**config.mk**
```make
export PLATFORM = sky130hd
export DESIGN_NAME = nibble_serial_adder_flat
export DESIGN_NICKNAME = d
export VERILOG_FILES = /design/src/rtl/nibble_serial_adder_if.sv /design/src/rtl/nibble_serial_adder.sv /design/src/flat_wrapper.sv
export SDC_FILE = /design/constraint.sdc
export NUM_CORES = 1
export LEC_CHECK = 0
export BUFFER_PORTS_ARGS = -buffer_cell sky130_fd_sc_hd__clkbuf_2
export CELL_PAD_IN_SITES_DETAIL_PLACEMENT = 1
export CELL_PAD_IN_SITES_GLOBAL_PLACEMENT = 1
export CORE_MARGIN = 2
export CORE_UTILIZATION = 37
export CTS_BUF_LIST = sky130_fd_sc_hd__clkbuf_4
export CTS_CLUSTER_DIAMETER = 80
export DETAILED_ROUTE_END_ITERATION = 8
export GPL_TIMING_DRIVEN = 0
export PLACE_DENSITY_LB_ADDON = 0.15
export SKIP_CTS_REPAIR_TIMING = 1
export SLEW_MARGIN = 20
export SYNTH_ARGS = -nofsm -noshare
export SYNTH_HDL_FRONTEND = slang
export SYNTH_SLANG_ARGS = --single-unit
export TNS_END_PERCENT = 1
```
**constraint.sdc**
```tcl
create_clock -name clk -period 2.8 [get_ports clk]
set_clock_uncertainty 0.1 [all_clocks]
set_input_delay 0.56 -clock clk [delete_from_list [all_inputs] [get_ports clk]]
set_output_delay 0.56 -clock clk [all_outputs]
set_load 0.05 [all_outputs]
```
**src/rtl/nibble_serial_adder_if.sv**
```systemverilog
`default_nettype none
// ============================================================================
//  Module      : nibble_serial_adder_if
//  Description : Operand/result handshake bundle for nibble_serial_adder.
//                Upstream side : in_valid/in_ready with operands a, b, cin.
//                Downstream side: out_valid/out_ready with sum, cout and
//                               skip_cnt (nibbles that took the skip path).
//                master - the environment driving operands and accepting
//                         results; slave - the adder itself.
//  Revision    : 1.0 - initial release
// ============================================================================
interface nibble_serial_adder_if #(
    parameter int WIDTH = 16
) ();
    localparam int N     = WIDTH / 4;
    localparam int CNT_W = $clog2(N + 1);

    logic             in_valid;
    logic             in_ready;
    logic [WIDTH-1:0] a;
    logic [WIDTH-1:0] b;
    logic             cin;
    logic             out_valid;
    logic             out_ready;
    logic [WIDTH-1:0] sum;
    logic             cout;
    logic [CNT_W-1:0] skip_cnt;

    modport master (
        output in_valid, a, b, cin, out_ready,
        input  in_ready, out_valid, sum, cout, skip_cnt
    );

    modport slave (
        input  in_valid, a, b, cin, out_ready,
        output in_ready, out_valid, sum, cout, skip_cnt
    );
endinterface
`default_nettype wire

```
**src/rtl/nibble_serial_adder.sv**
```systemverilog
`default_nettype none
// ============================================================================
//  Module      : nibble_serial_adder
//  Description : Serial adder processing one 4-bit carry-skip slice per clock.
//                An accepted operand set takes exactly N = WIDTH/4 cycles,
//                after which the result is held with out_valid until the
//                downstream handshake. No input buffering: in_ready is only
//                high while idle.
//  Ports       : clk       - clock, rising edge
//                rst       - synchronous active-high reset
//                bus.slave - in_valid/in_ready, a, b, cin,
//                            out_valid/out_ready, sum, cout, skip_cnt
//  Revision    : 1.0 - initial release
// ============================================================================
module nibble_serial_adder #(
    parameter int WIDTH = 16
) (
    input  wire logic           clk,
    input  wire logic           rst,
    nibble_serial_adder_if.slave bus
);
    localparam int N     = WIDTH / 4;
    localparam int CNT_W = $clog2(N + 1);
    localparam int K_W   = (N > 1) ? $clog2(N) : 1;
    localparam logic [K_W-1:0] c_K_LAST = K_W'(N - 1);

    typedef enum logic [1:0] {
        S_IDLE = 2'd0,
        S_RUN  = 2'd1,
        S_DONE = 2'd2
    } state_t;

    state_t           r_state;
    state_t           w_state_nxt;
    logic             w_in_ready;
    logic             w_out_valid;
    logic             w_accept;

    logic [WIDTH-1:0] r_a;
    logic [WIDTH-1:0] r_b;
    logic [WIDTH-1:0] r_sum;
    logic             r_carry;
    logic [K_W-1:0]   r_k;
    logic [CNT_W-1:0] r_skip;

    logic [3:0]       w_a_nib;
    logic [3:0]       w_b_nib;
    logic [3:0]       w_p;
    logic [3:0]       w_s;
    logic             w_ripple_c;
    logic             w_skip;
    logic             w_nib_cout;
    logic             w_last;

    // ------------------------------------------------------------------
    // Control FSM
    // ------------------------------------------------------------------
    always_ff @(posedge clk) begin
        if (rst) begin
            r_state <= S_IDLE;
        end else begin
            r_state <= w_state_nxt;
        end
    end

    assign w_last = (r_k == c_K_LAST);

    always_comb begin
        w_state_nxt = r_state;
        w_in_ready  = 1'b0;
        w_out_valid = 1'b0;
        w_accept    = 1'b0;
        case (r_state)
            S_IDLE: begin
                // Ready is masked by reset so nothing is claimed accepted
                // on an edge that is about to clear the block.
                w_in_ready = ~rst;
                if (bus.in_valid && w_in_ready) begin
                    w_accept    = 1'b1;
                    w_state_nxt = S_RUN;
                end
            end
            S_RUN: begin
                if (w_last) begin
                    w_state_nxt = S_DONE;
                end
            end
            S_DONE: begin
                w_out_valid = 1'b1;
                if (bus.out_ready) begin
                    w_state_nxt = S_IDLE;
                end
            end
            default: begin
                w_state_nxt = S_IDLE;
            end
        endcase
    end

    // ------------------------------------------------------------------
    // Carry-skip nibble slice
    // ------------------------------------------------------------------
    assign w_a_nib = r_a[{r_k, 2'b00} +: 4];
    assign w_b_nib = r_b[{r_k, 2'b00} +: 4];
    assign w_p     = w_a_nib ^ w_b_nib;

    always_comb begin
        logic w_c;
        w_c = r_carry;
        w_s = 4'd0;
        for (int i = 0; i < 4; i++) begin
            w_s[i] = w_p[i] ^ w_c;
            w_c    = (w_a_nib[i] & w_b_nib[i]) | (w_c & w_p[i]);
        end
        w_ripple_c = w_c;
    end

    // When every bit propagates, the incoming carry bypasses the ripple chain.
    assign w_skip     = &w_p;
    assign w_nib_cout = w_skip ? r_carry : w_ripple_c;

    // ------------------------------------------------------------------
    // Datapath registers
    // ------------------------------------------------------------------
    always_ff @(posedge clk) begin
        if (rst) begin
            r_a     <= '0;
            r_b     <= '0;
            r_sum   <= '0;
            r_carry <= 1'b0;
            r_k     <= '0;
            r_skip  <= '0;
        end else begin
            if (w_accept) begin
                r_a     <= bus.a;
                r_b     <= bus.b;
                r_carry <= bus.cin;
                r_sum   <= '0;
                r_k     <= '0;
                r_skip  <= '0;
            end else if (r_state == S_RUN) begin
                r_sum[{r_k, 2'b00} +: 4] <= w_s;
                r_carry                  <= w_nib_cout;
                r_skip                   <= r_skip + CNT_W'(w_skip);
                if (!w_last) begin
                    r_k <= r_k + 1'b1;
                end
            end
        end
    end

    assign bus.in_ready  = w_in_ready;
    assign bus.out_valid = w_out_valid;
    assign bus.sum       = r_sum;
    assign bus.cout      = r_carry;
    assign bus.skip_cnt  = r_skip;

endmodule
`default_nettype wire

```
**src/flat_wrapper.sv**
```systemverilog
// flat-port wrapper written by rule: the top's interface ports become plain ports
module nibble_serial_adder_flat 
#(
    parameter int WIDTH = 16
)
  (clk, rst, bus_in_valid, bus_a, bus_b, bus_cin, bus_out_ready, bus_in_ready, bus_out_valid, bus_sum, bus_cout, bus_skip_cnt);
  nibble_serial_adder_if #(.WIDTH(WIDTH)) bus_i ();
  input  wire logic clk;
  input  wire logic rst;
  input wire logic [$bits(bus_i.in_valid)-1:0] bus_in_valid;
  input wire logic [$bits(bus_i.a)-1:0] bus_a;
  input wire logic [$bits(bus_i.b)-1:0] bus_b;
  input wire logic [$bits(bus_i.cin)-1:0] bus_cin;
  input wire logic [$bits(bus_i.out_ready)-1:0] bus_out_ready;
  output wire logic [$bits(bus_i.in_ready)-1:0] bus_in_ready;
  output wire logic [$bits(bus_i.out_valid)-1:0] bus_out_valid;
  output wire logic [$bits(bus_i.sum)-1:0] bus_sum;
  output wire logic [$bits(bus_i.cout)-1:0] bus_cout;
  output wire logic [$bits(bus_i.skip_cnt)-1:0] bus_skip_cnt;
  assign bus_i.in_valid = bus_in_valid;
  assign bus_i.a = bus_a;
  assign bus_i.b = bus_b;
  assign bus_i.cin = bus_cin;
  assign bus_i.out_ready = bus_out_ready;
  assign bus_in_ready = bus_i.in_ready;
  assign bus_out_valid = bus_i.out_valid;
  assign bus_sum = bus_i.sum;
  assign bus_cout = bus_i.cout;
  assign bus_skip_cnt = bus_i.skip_cnt;
  nibble_serial_adder #(.WIDTH(WIDTH)) u_core (.clk(clk), .rst(rst), .bus(bus_i));
endmodule
```
Word-level counts from Yosys, hierarchy flattened

Cells that the tools add are included.

Mux-type cells: 12
Shifts and indexed selects: 4
Reductions and logical operators: 8
Equality and inequality tests: 7
$add $sub $neg: 3
Bitwise logic cells: 19

Operators by type and width:

| cell                     | count |
|---|---|
| $shiftx A16 B5 Y4        | 2 |
| $bwmux W16               | 1 |
| $shift A4 B6 Y16 const A | 1 |
| $shiftx A4 B6 Y16        | 1 |
| $and A1 B1 Y1            | 8 |
| $mux W1                  | 7 |
| $mux W2                  | 3 |
| $ne A2 B1 Y1 const B     | 3 |
| $neg A4 Y6               | 1 |
| $pmux W2 S3              | 1 |
| $eq A2 B2 Y1 const B     | 2 |
| $or A1 B1 Y1             | 4 |
| $reduce_and A2 Y1        | 2 |
| $reduce_and A4 Y1        | 1 |
| $xor A1 B1 Y1            | 4 |
| $xor A4 B4 Y4            | 1 |
| $add A3 B1 Y3            | 1 |
| $reduce_and A3 Y1        | 1 |
| $add A2 B1 Y2 const B    | 1 |
| $eq A2 B1 Y1 const B     | 1 |
| $logic_not A2 Y1         | 1 |
| $ne A2 B2 Y1 const B     | 1 |
| $not A1 Y1               | 2 |
| $reduce_bool A2 Y1       | 1 |
| other kinds (2)          | 2 |

Register bits after elaboration: 56
Word-level logic and storage cells: 60

Logic depth before layout (Yosys ltp)

Gate-level depths: netlist of run 1.

Depth after elaboration: 13
Depth in mapped cells: 12
Depth with buffers taken out: 11

Worst setup path after synthesis of run 1

Ideal clock, no wire load.

Path type: flip-flop to flip-flop
From: register u_core.r_k[1]
To: register u_core.r_sum[11] (netlist: u_core.bus.sum[11])
Library setup time: 0.128 ns
Period minus slack after synthesis: 2.921 ns
Path buffers: 1
Path slack: -0.121 ns
Data arrival time: 2.693 ns
Stages on the path, launching flop included: 13
Cell sequence: dfxtp_1 clkbuf_1 mux4_2 inv_1 fa_1 inv_1 fa_1 inv_1 fa_1 inv_1 fa_1 a32oi_1 nor2_1

Cells in the longest elaborated chain, start to end: 11
Elaborated cells between the ends (all ways): 20

Ends and longest elaborated chain:

| element                              | line                                                   | text |
|---|---|---|
| start: declaration                   | nibble_serial_adder.sv:43                              | `logic [K_W-1:0] r_k;` |
| start signal: assignment             | nibble_serial_adder.sv:146                             | `r_k <= r_k + 1'b1;` |
| $shiftx A16 B5 Y4 (on tied branches) | nibble_serial_adder.sv:103, nibble_serial_adder.sv:104 |  |
| $xor A4 B4 Y4                        | nibble_serial_adder.sv:105                             | `assign w_p = w_a_nib ^ w_b_nib;` |
| $and A1 B1 Y1                        | nibble_serial_adder.sv:113                             | `w_c = (w_a_nib[i] & w_b_nib[i]) \| (w_c & w_p[i]);` |
| $or A1 B1 Y1                         | nibble_serial_adder.sv:113                             |  |
| $and A1 B1 Y1                        | nibble_serial_adder.sv:113                             |  |
| $or A1 B1 Y1                         | nibble_serial_adder.sv:113                             |  |
| $and A1 B1 Y1                        | nibble_serial_adder.sv:113                             |  |
| $or A1 B1 Y1                         | nibble_serial_adder.sv:113                             |  |
| $xor A1 B1 Y1                        | nibble_serial_adder.sv:112                             | `w_s[i] = w_p[i] ^ w_c;` |
| $shiftx A4 B6 Y16                    | nibble_serial_adder.sv:142                             | `r_sum[{r_k, 2'b00} +: 4] <= w_s;` |
| $bwmux W16 *                         | nibble_serial_adder.sv:142                             |  |
| end signal: indexed assignment       | nibble_serial_adder.sv:142                             |  |
| end: declaration                     | nibble_serial_adder.sv:41                              | `logic [WIDTH-1:0] r_sum;` |

Mark *: on every way between the ends. The rest lies on a longest branch, timed or not.
A chain may end at the register's enable or synchronous reset.

Worst setup path in the final report of run 1

From: register u_core.r_k[0]
To: register u_core.r_sum[7] (netlist: u_core.bus.sum[7])

The elaborated chain is that of the path after synthesis.

==> flow_summary.toml, run 1 <==
[status]
status = "finished with violations"
violations = "negative setup slack"

[cells_and_area]
area_growth_pct = 21.93
nets = 407
post-route-util = 0.4654
layout-drive-gt1-share = 0.2704
antennaDiodeCount = 0
final_area_um2 = 3144

[global_route]
grt_antenna_before_repair = 0
grt_first_pass_wirelength_um = 10470
grt_pass1_vias = 2221
grt_max_degree = 18
grt_overflow_total = 0
grt_usage = 0.1767

[floorplan]
dieArea_um2 = 7654
die_x_um = 87.49
initial_core_util = 0.3817
num_rows = 30
fp.dieH_um = 87.49
core_um2 = 6756
io_pins = 59

[routing]
wl_um = 6377
drc = 0
drt_iter0_markers = 32
drt_first_pass_iters = 6
routed_via_density = 5.048
drt-wirelength-per-cell_um = 14.66
vias = 2196
ant_nets = 0

[power_and_ir_drop]
powerDensity_nw_per_um2 = 532.0
ir_worst_vdd_uv = 311.8
cellLeakagePower_nw = 1.275

[placed_design]
gp_congestion = 0.8218
place_area_um2 = 2978
hpwl_um = 4786
port_buffers = 58

[timing]
hold_slack_ns = 0.2663
fin_crit_sh = 1.049
timing.fmax_mhz = 340.4
slew_headroom = 0.6502
grt_setup_unrepaired = "yes"
slew_viol_final = 0
tightestPinTransition_ns = 0.5247
min_period_ns = 2.938
setup_viol = 4
layout_setup_ws_ns = -0.1379
hold_violations = 0

[logic_synthesis]
synth_area_um2 = 2579
syn_nets = 341
yosysWarnings = 0
synth_cells = 288
ys_ff_latch = 56
ys_types = 31
yosysSeqAreaShare = 0.4347
avgSynthCellArea_um2 = 8.954

[worst_hold_path]
min_from = "bus_a[15]"
hold_end = "u_core.r_a[15]$_SDFFE_PP0P_"
min_path_type = "in -> reg"
holdPathStages = 3

[critical_path]
crit_family = "adder cells"
worst-path-buf-inv = 4
cp-end-kind = "register"
critPathMaxStageDelay_ns = 0.61
r2r_cells = 11
cp.arrival_ns = 3.16
crit_chain = "mux4_2 -> inv_2 -> fa_1 -> inv_1 -> fa_2 -> inv_2 -> fa_2 -> inv_1 -> fa_2 -> nand4_1 -> a21oi_1"
worstSetupPathType = "reg -> reg"
setup.worst_path.start_class = "register"
crit_path_top_delay_cell = "fa_2"
crit_fanout = 7
r2r-start = "u_core.r_k[0]$_SDFFE_PP0P_"
crit_top_cell = "fa_2"
r2r_end = "u_core.bus.sum[7]$_SDFFE_PP0P_"
critPathLaunch = "u_core.r_k[0]$_SDFFE_PP0P_"
r2r_slack_ns = -0.14
required_ns = 3.02

[clock_network]
htree_levels = 2
cts_sinks = 56
clk_pin_slew_ns = 0.17
cts_tree = "yes"
cts_buffers = 5
root_buffer = "clkbuf_4"
clk_latency_ns = 0.38
cts_buffer_depth = 2

[flow_run]
cap_violations = 0
## cell families after synthesis
| logic type | Yosys count | synth area share |
|---|---|---|
| AO/OA/AOI/OAI | 55 | 0.1247 |
| buffers and inverters | 31 | 0.05434 |
| adder cells (fa/ha/maj) | 16 | 0.08928 |
| AND/OR/NAND/NOR | 118 | 0.2125 |
| flip-flops | 56 | 0.4347 |
| XOR/XNOR | 2 | 0.006794 |
| multiplexers | 10 | 0.07763 |
## cells in the mapped netlist, drive strengths merged
master   count  area, µm²
a2111oi      1      8.760
a21o         1      7.510
a21oi       42      210.2
a311oi       1      15.01
a32oi        8      70.07
and3b        2      17.52
and4         1      8.760
buf          9      57.55
clkbuf      10      37.54
dfxtp       56       1121
fa           4      80.08
ha          12      150.1
inv         12      45.04
mux2i        2      20.02
mux4         8      180.2
nand2       73      274.0
nand2b       2      12.51
nand3        4      20.02
nand3b       7      52.55
nand4        4      25.02
nor2        15      56.30
nor2b        3      18.77
nor3         1      5.000
nor3b        3      22.52
nor4b        1      15.01
nor4bb       1      10.01
o21ai        2      10.01
or4b         1      10.01
xnor2        1      8.760
xor2         1      8.760
## flip-flops by register name, summed over array words and instances (netlist names)
register / count
u_core.bus.sum: 16
u_core.bus.cout: 1
u_core.r_b: 16
u_core.r_state: 2
u_core.r_a: 16
u_core.bus.skip_cnt: 3
u_core.r_k: 2
## worst max path at each step
| stage | cells after the start | endpoint |
|---|---|---|
| global route | 11 | u_core.bus.sum[7]$_SDFFE_PP0P_ |
| finish | 11 | u_core.bus.sum[7]$_SDFFE_PP0P_ |
| detailed placement | 12 | u_core.bus.sum[11]$_SDFFE_PP0P_ |
| global placement | 12 | u_core.bus.sum[15]$_SDFFE_PP0P_ |
| CTS | 12 | u_core.bus.sum[15]$_SDFFE_PP0P_ |
| floorplan | 12 | u_core.bus.sum[11]$_SDFFE_PP0P_ |
## routing by layer
metal / track usage / share of wire / up-vias
li1: - / - / 1111
met1: 0.2060 / 0.43 / 1041
met2: 0.3209 / 0.52 / 37
met3: 0.03697 / 0.037 / 7
met4: 0.05594 / 0.016 / 0
met5: 0 / 0 / -
## per-stage QoR
stage | power, mW | setup TNS [ns] | setup WS [ns] | instances
final | 1.673 | -0.4819 | -0.1379 | 435
after global routing | 1.750 | -1.136 | -0.3032 | 435
after CTS | 1.689 | -1.683 | -0.4173 | 434
after detailed placement | 1.060 | -1.322 | -0.3412 | 426
after global placement | 1.055 | -1.199 | -0.3299 | 426
after floorplan | 0.9847 | 0 | 0.03224 | 288
## where the power goes
part	internal [mW]	leakage, nW	switching (mW)
clock	0.368	0.0654	0.261
sequential	0.821	0.456	0.0156
combinational	0.0835	0.754	0.124
total	1.27	1.28	0.400
## worst reg2reg max path: cells and delay by family, from the launching register on
kind	cells	cell delay, ns
fa+ha+maj	4	1.28
mux	1	0.55
flops	1	0.45
buf+inv	4	0.25
compound gates	1	0.14
simple gates	1	0.12
## cell type report
cell class,instances,area [µm²]
Buffer,19,112.6
Clock buffer,5,37.54
Clock inverter,3,90.09
Fill cell,835,3612
Inverter,12,45.04
Multi-Input combinational cell,201,1333
Sequential cell,56,1129
Tap cell,80,100.1
Timing Repair Buffer,59,297.8
## cells in the final DEF (no fill, tap or decap), types with 6 or more instances in the layout
| cell | synthesis | final |
|---|---|---|
| a21oi_1 | 42 | 42 |
| a32oi_1 | 8 | 7 |
| buf_2 | 7 | 6 |
| clkbuf_1 | 10 | 9 |
| clkbuf_2 | 0 | 58 |
| dfxtp_1 | 56 | 54 |
| ha_1 | 12 | 12 |
| inv_1 | 12 | 9 |
| mux4_2 | 8 | 8 |
| nand2_1 | 73 | 73 |
| nand3b_1 | 7 | 7 |
| nor2_1 | 15 | 15 |
(Power assumes the default switching activity.)
==> run 2: changes to the inputs <==
--- a/config.mk
+++ b/config.mk
@@ -9,12 +9,13 @@
 export CELL_PAD_IN_SITES_DETAIL_PLACEMENT = 1
 export CELL_PAD_IN_SITES_GLOBAL_PLACEMENT = 1
 export CORE_MARGIN = 2
-export CORE_UTILIZATION = 37
+export CORE_UTILIZATION = 29
 export CTS_BUF_LIST = sky130_fd_sc_hd__clkbuf_4
 export CTS_CLUSTER_DIAMETER = 80
 export DETAILED_ROUTE_END_ITERATION = 8
 export GPL_TIMING_DRIVEN = 0
 export PLACE_DENSITY_LB_ADDON = 0.15
+export RECOVER_POWER = 100
 export SKIP_CTS_REPAIR_TIMING = 1
 export SLEW_MARGIN = 20
 export SYNTH_ARGS = -nofsm -noshare
==> flow_summary.toml, run 2 (synthesized netlist as in run 1, its figures left out) <==
[timing]
grt_setup_unrepaired = "yes"
tightestPinTransition_ns = 0.6312
slew_headroom = 0.5781
setup_tns_ns = -0.4322
fin_crit_sh = 1.046
hold_violations = 0
min_period_ns = 2.929
slew_viol_final = 0
setup_viol = 4
timing.fmax_mhz = 341.4
layout_setup_ws_ns = -0.1288

[floorplan]
io_pins = 59
initial_core_util = 0.2971
core_um2 = 8678
dieArea_um2 = 9663
fp.dieH_um = 98.30
num_rows = 34
die_x_um = 98.30

[flow_run]
cap_violations = 0

[power_and_ir_drop]
ir_worst_vdd_uv = 151.5
powerDensity_nw_per_um2 = 451.9
cellLeakagePower_nw = 1.243

[routing]
drt-wirelength-per-cell_um = 14.88
wl_um = 6920
routed_via_density = 4.723
vias = 2196
drc = 0
drt_iter0_markers = 53
ant_nets = 0
drt_first_pass_iters = 4

[critical_path]
cp-end-kind = "register"
crit_chain = "buf_6 -> mux4_2 -> fa_2 -> inv_2 -> fa_2 -> inv_1 -> fa_2 -> nand4_1 -> a21oi_1"
crit_path_top_delay_cell = "fa_2"
worst-path-buf-inv = 3
crit_family = "adder cells"
crit_fanout = 10
required_ns = 3.02
cp.arrival_ns = 3.15
critPathMaxStageDelay_ns = 0.64
setup.worst_path.start_class = "register"
worstSetupPathType = "reg -> reg"
crit_top_cell = "fa_2"

[cells_and_area]
nets = 410
final_common_cell = "nand2_1"
post-route-util = 0.3584
fill_cells = 1086
area_growth_pct = 20.62
layout_common_cells = "73 x nand2_1, 57 x clkbuf_2, 54 x dfxtp_1"
final_area_um2 = 3110
layout-drive-gt1-share = 0.2661
antennaDiodeCount = 0

[global_route]
grt_usage = 0.1494
grt_antenna_before_repair = 0
grt_overflow_total = 0
grt_pass1_vias = 2339
grt_first_pass_wirelength_um = 11610
grt_max_degree = 17

[clock_network]
cts_buffer_depth = 2
htree_levels = 2
root_buffer = "clkbuf_4"
cts_sinks = 56
cts_tree = "yes"
clk_pin_slew_ns = 0.17
clk_latency_ns = 0.38
cts_buffers = 5

[placed_design]
gp_congestion = 0.7373
hpwl_um = 5169
port_buffers = 58
place_area_um2 = 3013

[worst_hold_path]
min_path_type = "in -> reg"

[status]
violations = "negative setup slack"
status = "finished with violations"
-- run 2: path summary, 6_finish.rpt --
check	startpoint	endpoint	slack, ns	cells past startpoint
worst max-delay path	u_core.r_k[0]$_SDFFE_PP0P_	u_core.bus.sum[7]$_SDFFE_PP0P_	-0.13	9
worst min-delay path	bus_b[9]	u_core.r_b[9]$_SDFFE_PP0P_	0.27	3
worst max register to register	u_core.r_k[0]$_SDFFE_PP0P_	u_core.bus.sum[7]$_SDFFE_PP0P_	-0.13	9
worst min register to register	u_core.bus.sum[6]$_SDFFE_PP0P_	u_core.bus.sum[6]$_SDFFE_PP0P_	0.36	2
-- run 2: stage by stage --
stage               cells  power, mW  setup slack (ns)  hold slack (ns)
floorplan             288     0.9847           0.03224           0.3331
finish                465      1.406           -0.1288           0.2712
global route          465      1.474           -0.2669           0.2612
detailed placement    454      1.066           -0.4287           0.3471
global placement      454      1.062           -0.3686           0.3400
CTS                   461      1.422           -0.4290           0.2560
-- run 2: worst min-delay path, delay by kind of cell --
family          cells  cell delay (ns)
buf+inv             1             0.08
simple gates        1             0.05
compound gates      1             0.05
-- run 2: area by class of cell --
cell class,count,area (µm²),share of cell area
buffer,19,100.1,0.03218
clock buffer,5,37.54,0.01207
clock inverter,2,12.51,0.004023
inverter,12,45.04,0.01448
multi-input combinational,201,1333,0.4284
sequential,56,1129,0.3628
tap,108,135.1,0.04344
timing repair buffer,62,319.1,0.1026
-- run 2: power breakdown --
group          leakage, nW  internal (mW)  switching (mW)  total (mW)
sequential           0.456          0.821          0.0144       0.835
clock               0.0287         0.0931           0.263       0.356
combinational        0.759         0.0850           0.129       0.214
-- run 2: metal layers --
metal / up-vias / wire [µm] / track usage
met5: - / 0 / 0
met4: 0 / 57 / 0.03688
met3: 5 / 207 / 0.02577
met2: 32 / 3487 / 0.2585
met1: 1042 / 3168 / 0.1940
li1: 1117 / - / -
==> run 3: changes to the inputs <==
--- a/config.mk
+++ b/config.mk
@@ -15,7 +15,6 @@
 export DETAILED_ROUTE_END_ITERATION = 8
 export GPL_TIMING_DRIVEN = 0
 export PLACE_DENSITY_LB_ADDON = 0.15
-export RECOVER_POWER = 100
 export SKIP_CTS_REPAIR_TIMING = 1
 export SLEW_MARGIN = 20
 export SYNTH_ARGS = -nofsm -noshare
==> flow_summary.toml, run 3 (synthesized netlist as in run 1, its figures left out) <==
[cells_and_area]
area_growth_pct = 21.01
nets = 410
antennaDiodeCount = 0
fill_cells = 1085
regArea_um2 = 1129
final_common_cell = "nand2_1"
layout-drive-gt1-share = 0.2745
layout_common_cells = "73 x nand2_1, 58 x clkbuf_2, 54 x dfxtp_1"
multi_input_area_um2 = 1333

[timing]
timing.fmax_mhz = 341.2
hold_violations = 0
min_period_ns = 2.931
setup_tns_ns = -0.4392
layout_setup_ws_ns = -0.1307
slew_viol_final = 0
grt_setup_unrepaired = "yes"
hold_slack_ns = 0.2706
tightestPinTransition_ns = 0.6304
fin_crit_sh = 1.047
setup_viol = 4
slew_headroom = 0.5786

[flow_run]
cap_violations = 0

[clock_network]
clk_latency_ns = 0.38
cts_buffer_depth = 2
clk_pin_slew_ns = 0.17
htree_levels = 2
root_buffer = "clkbuf_4"
cts_sinks = 56
cts_tree = "yes"
cts_buffers = 5

[floorplan]
num_rows = 34
dieArea_um2 = 9663
initial_core_util = 0.2971
io_pins = 59
core_um2 = 8678
die_x_um = 98.30
fp.dieH_um = 98.30

[global_route]
grt_first_pass_wirelength_um = 11610
grt_pass1_vias = 2339
grt_usage = 0.1494
grt_antenna_before_repair = 0
grt_max_degree = 17
grt_overflow_total = 0

[power_and_ir_drop]
power.switching_uw = 406.3
power_frac_comb = 0.154
pwr-share-seq = 0.594
p_clk_frac = 0.252
powerDensity_nw_per_um2 = 451.0
swShare = 0.2887
power.internal_mw = 1.001
ir_worst_vdd_uv = 151.7
cellLeakagePower_nw = 1.253

[routing]
wl_um = 6925
drc = 0
routed_via_density = 4.720
ant_nets = 0
vias = 2195
drt_iter0_markers = 55
drt-wirelength-per-cell_um = 14.89
drt_first_pass_iters = 4

[critical_path]
worstSetupPathType = "reg -> reg"
setup.worst_path.start_class = "register"
r2r_cells = 9
required_ns = 3.02
crit_fanout = 10
cp.arrival_ns = 3.15
cp-end-kind = "register"

[status]
status = "finished with violations"
violations = "negative setup slack"

[worst_hold_path]
min_path_type = "in -> reg"
holdPathStages = 3

[placed_design]
hpwl_um = 5169
port_buffers = 58
gp_congestion = 0.7373
[run 3: path summary, 6_finish.rpt]
| kind | startpoint | endpoint | slack [ns] |
|---|---|---|---|
| worst min register to register | u_core.bus.sum[6]$_SDFFE_PP0P_ | u_core.bus.sum[6]$_SDFFE_PP0P_ | 0.36 |
| worst max register to register | u_core.r_k[0]$_SDFFE_PP0P_ | u_core.bus.sum[7]$_SDFFE_PP0P_ | -0.13 |
| worst max-delay path | u_core.r_k[0]$_SDFFE_PP0P_ | u_core.bus.sum[7]$_SDFFE_PP0P_ | -0.13 |
| worst min-delay path | bus_b[9] | u_core.r_b[9]$_SDFFE_PP0P_ | 0.27 |
[run 3: area by class of cell]
class                      count  share of cell area
timing repair buffer          62              0.1026
inverter                      12             0.01443
multi-input combinational    201              0.4270
sequential                    56              0.3617
clock buffer                   5             0.01203
buffer                        19             0.03488
clock inverter                 2            0.004010
tap                          108             0.04330
[run 3: worst max-delay path: stages (launching register included)]
cell	delay (ns)
dfxtp_4	0.44
buf_6	0.19
mux4_2	0.57
fa_2	0.41
inv_2	0.06
fa_2	0.17
inv_1	0.05
fa_2	0.64
nand4_1	0.12
a21oi_1	0.13
[run 3: power by group through the flow]
stage               logic, mW  clock network, mW  registers, mW
finish                  0.217              0.355          0.836
global route            0.245              0.392          0.839
CTS                     0.211              0.372          0.838
detailed placement      0.210                  0          0.855
global placement        0.207                  0          0.855
floorplan               0.128                  0          0.857
[run 3: per-stage QoR]
| stage | setup WS, ns | power, mW | cell area [µm²] | cells | util |
|---|---|---|---|---|---|
| detailed placement | -0.4287 | 1.066 | 3013 | 454 | 0.3472 |
| global placement | -0.3686 | 1.062 | 3013 | 454 | 0.3472 |
| CTS | -0.4290 | 1.422 | 3063 | 461 | 0.3529 |
| floorplan | 0.03224 | 0.9847 | 2587 | 288 | - |
| finish | -0.1307 | 1.407 | 3120 | 465 | 0.3596 |
| global route | -0.2669 | 1.477 | 3120 | 465 | 0.3596 |
[run 3: metal layers]
layer,track usage,vias up,share of wire
li1,-,1117,-
met1,0.1940,1041,0.46
met2,0.2585,32,0.50
met3,0.02577,5,0.030
met4,0.03688,0,0.0082
met5,0,-,0
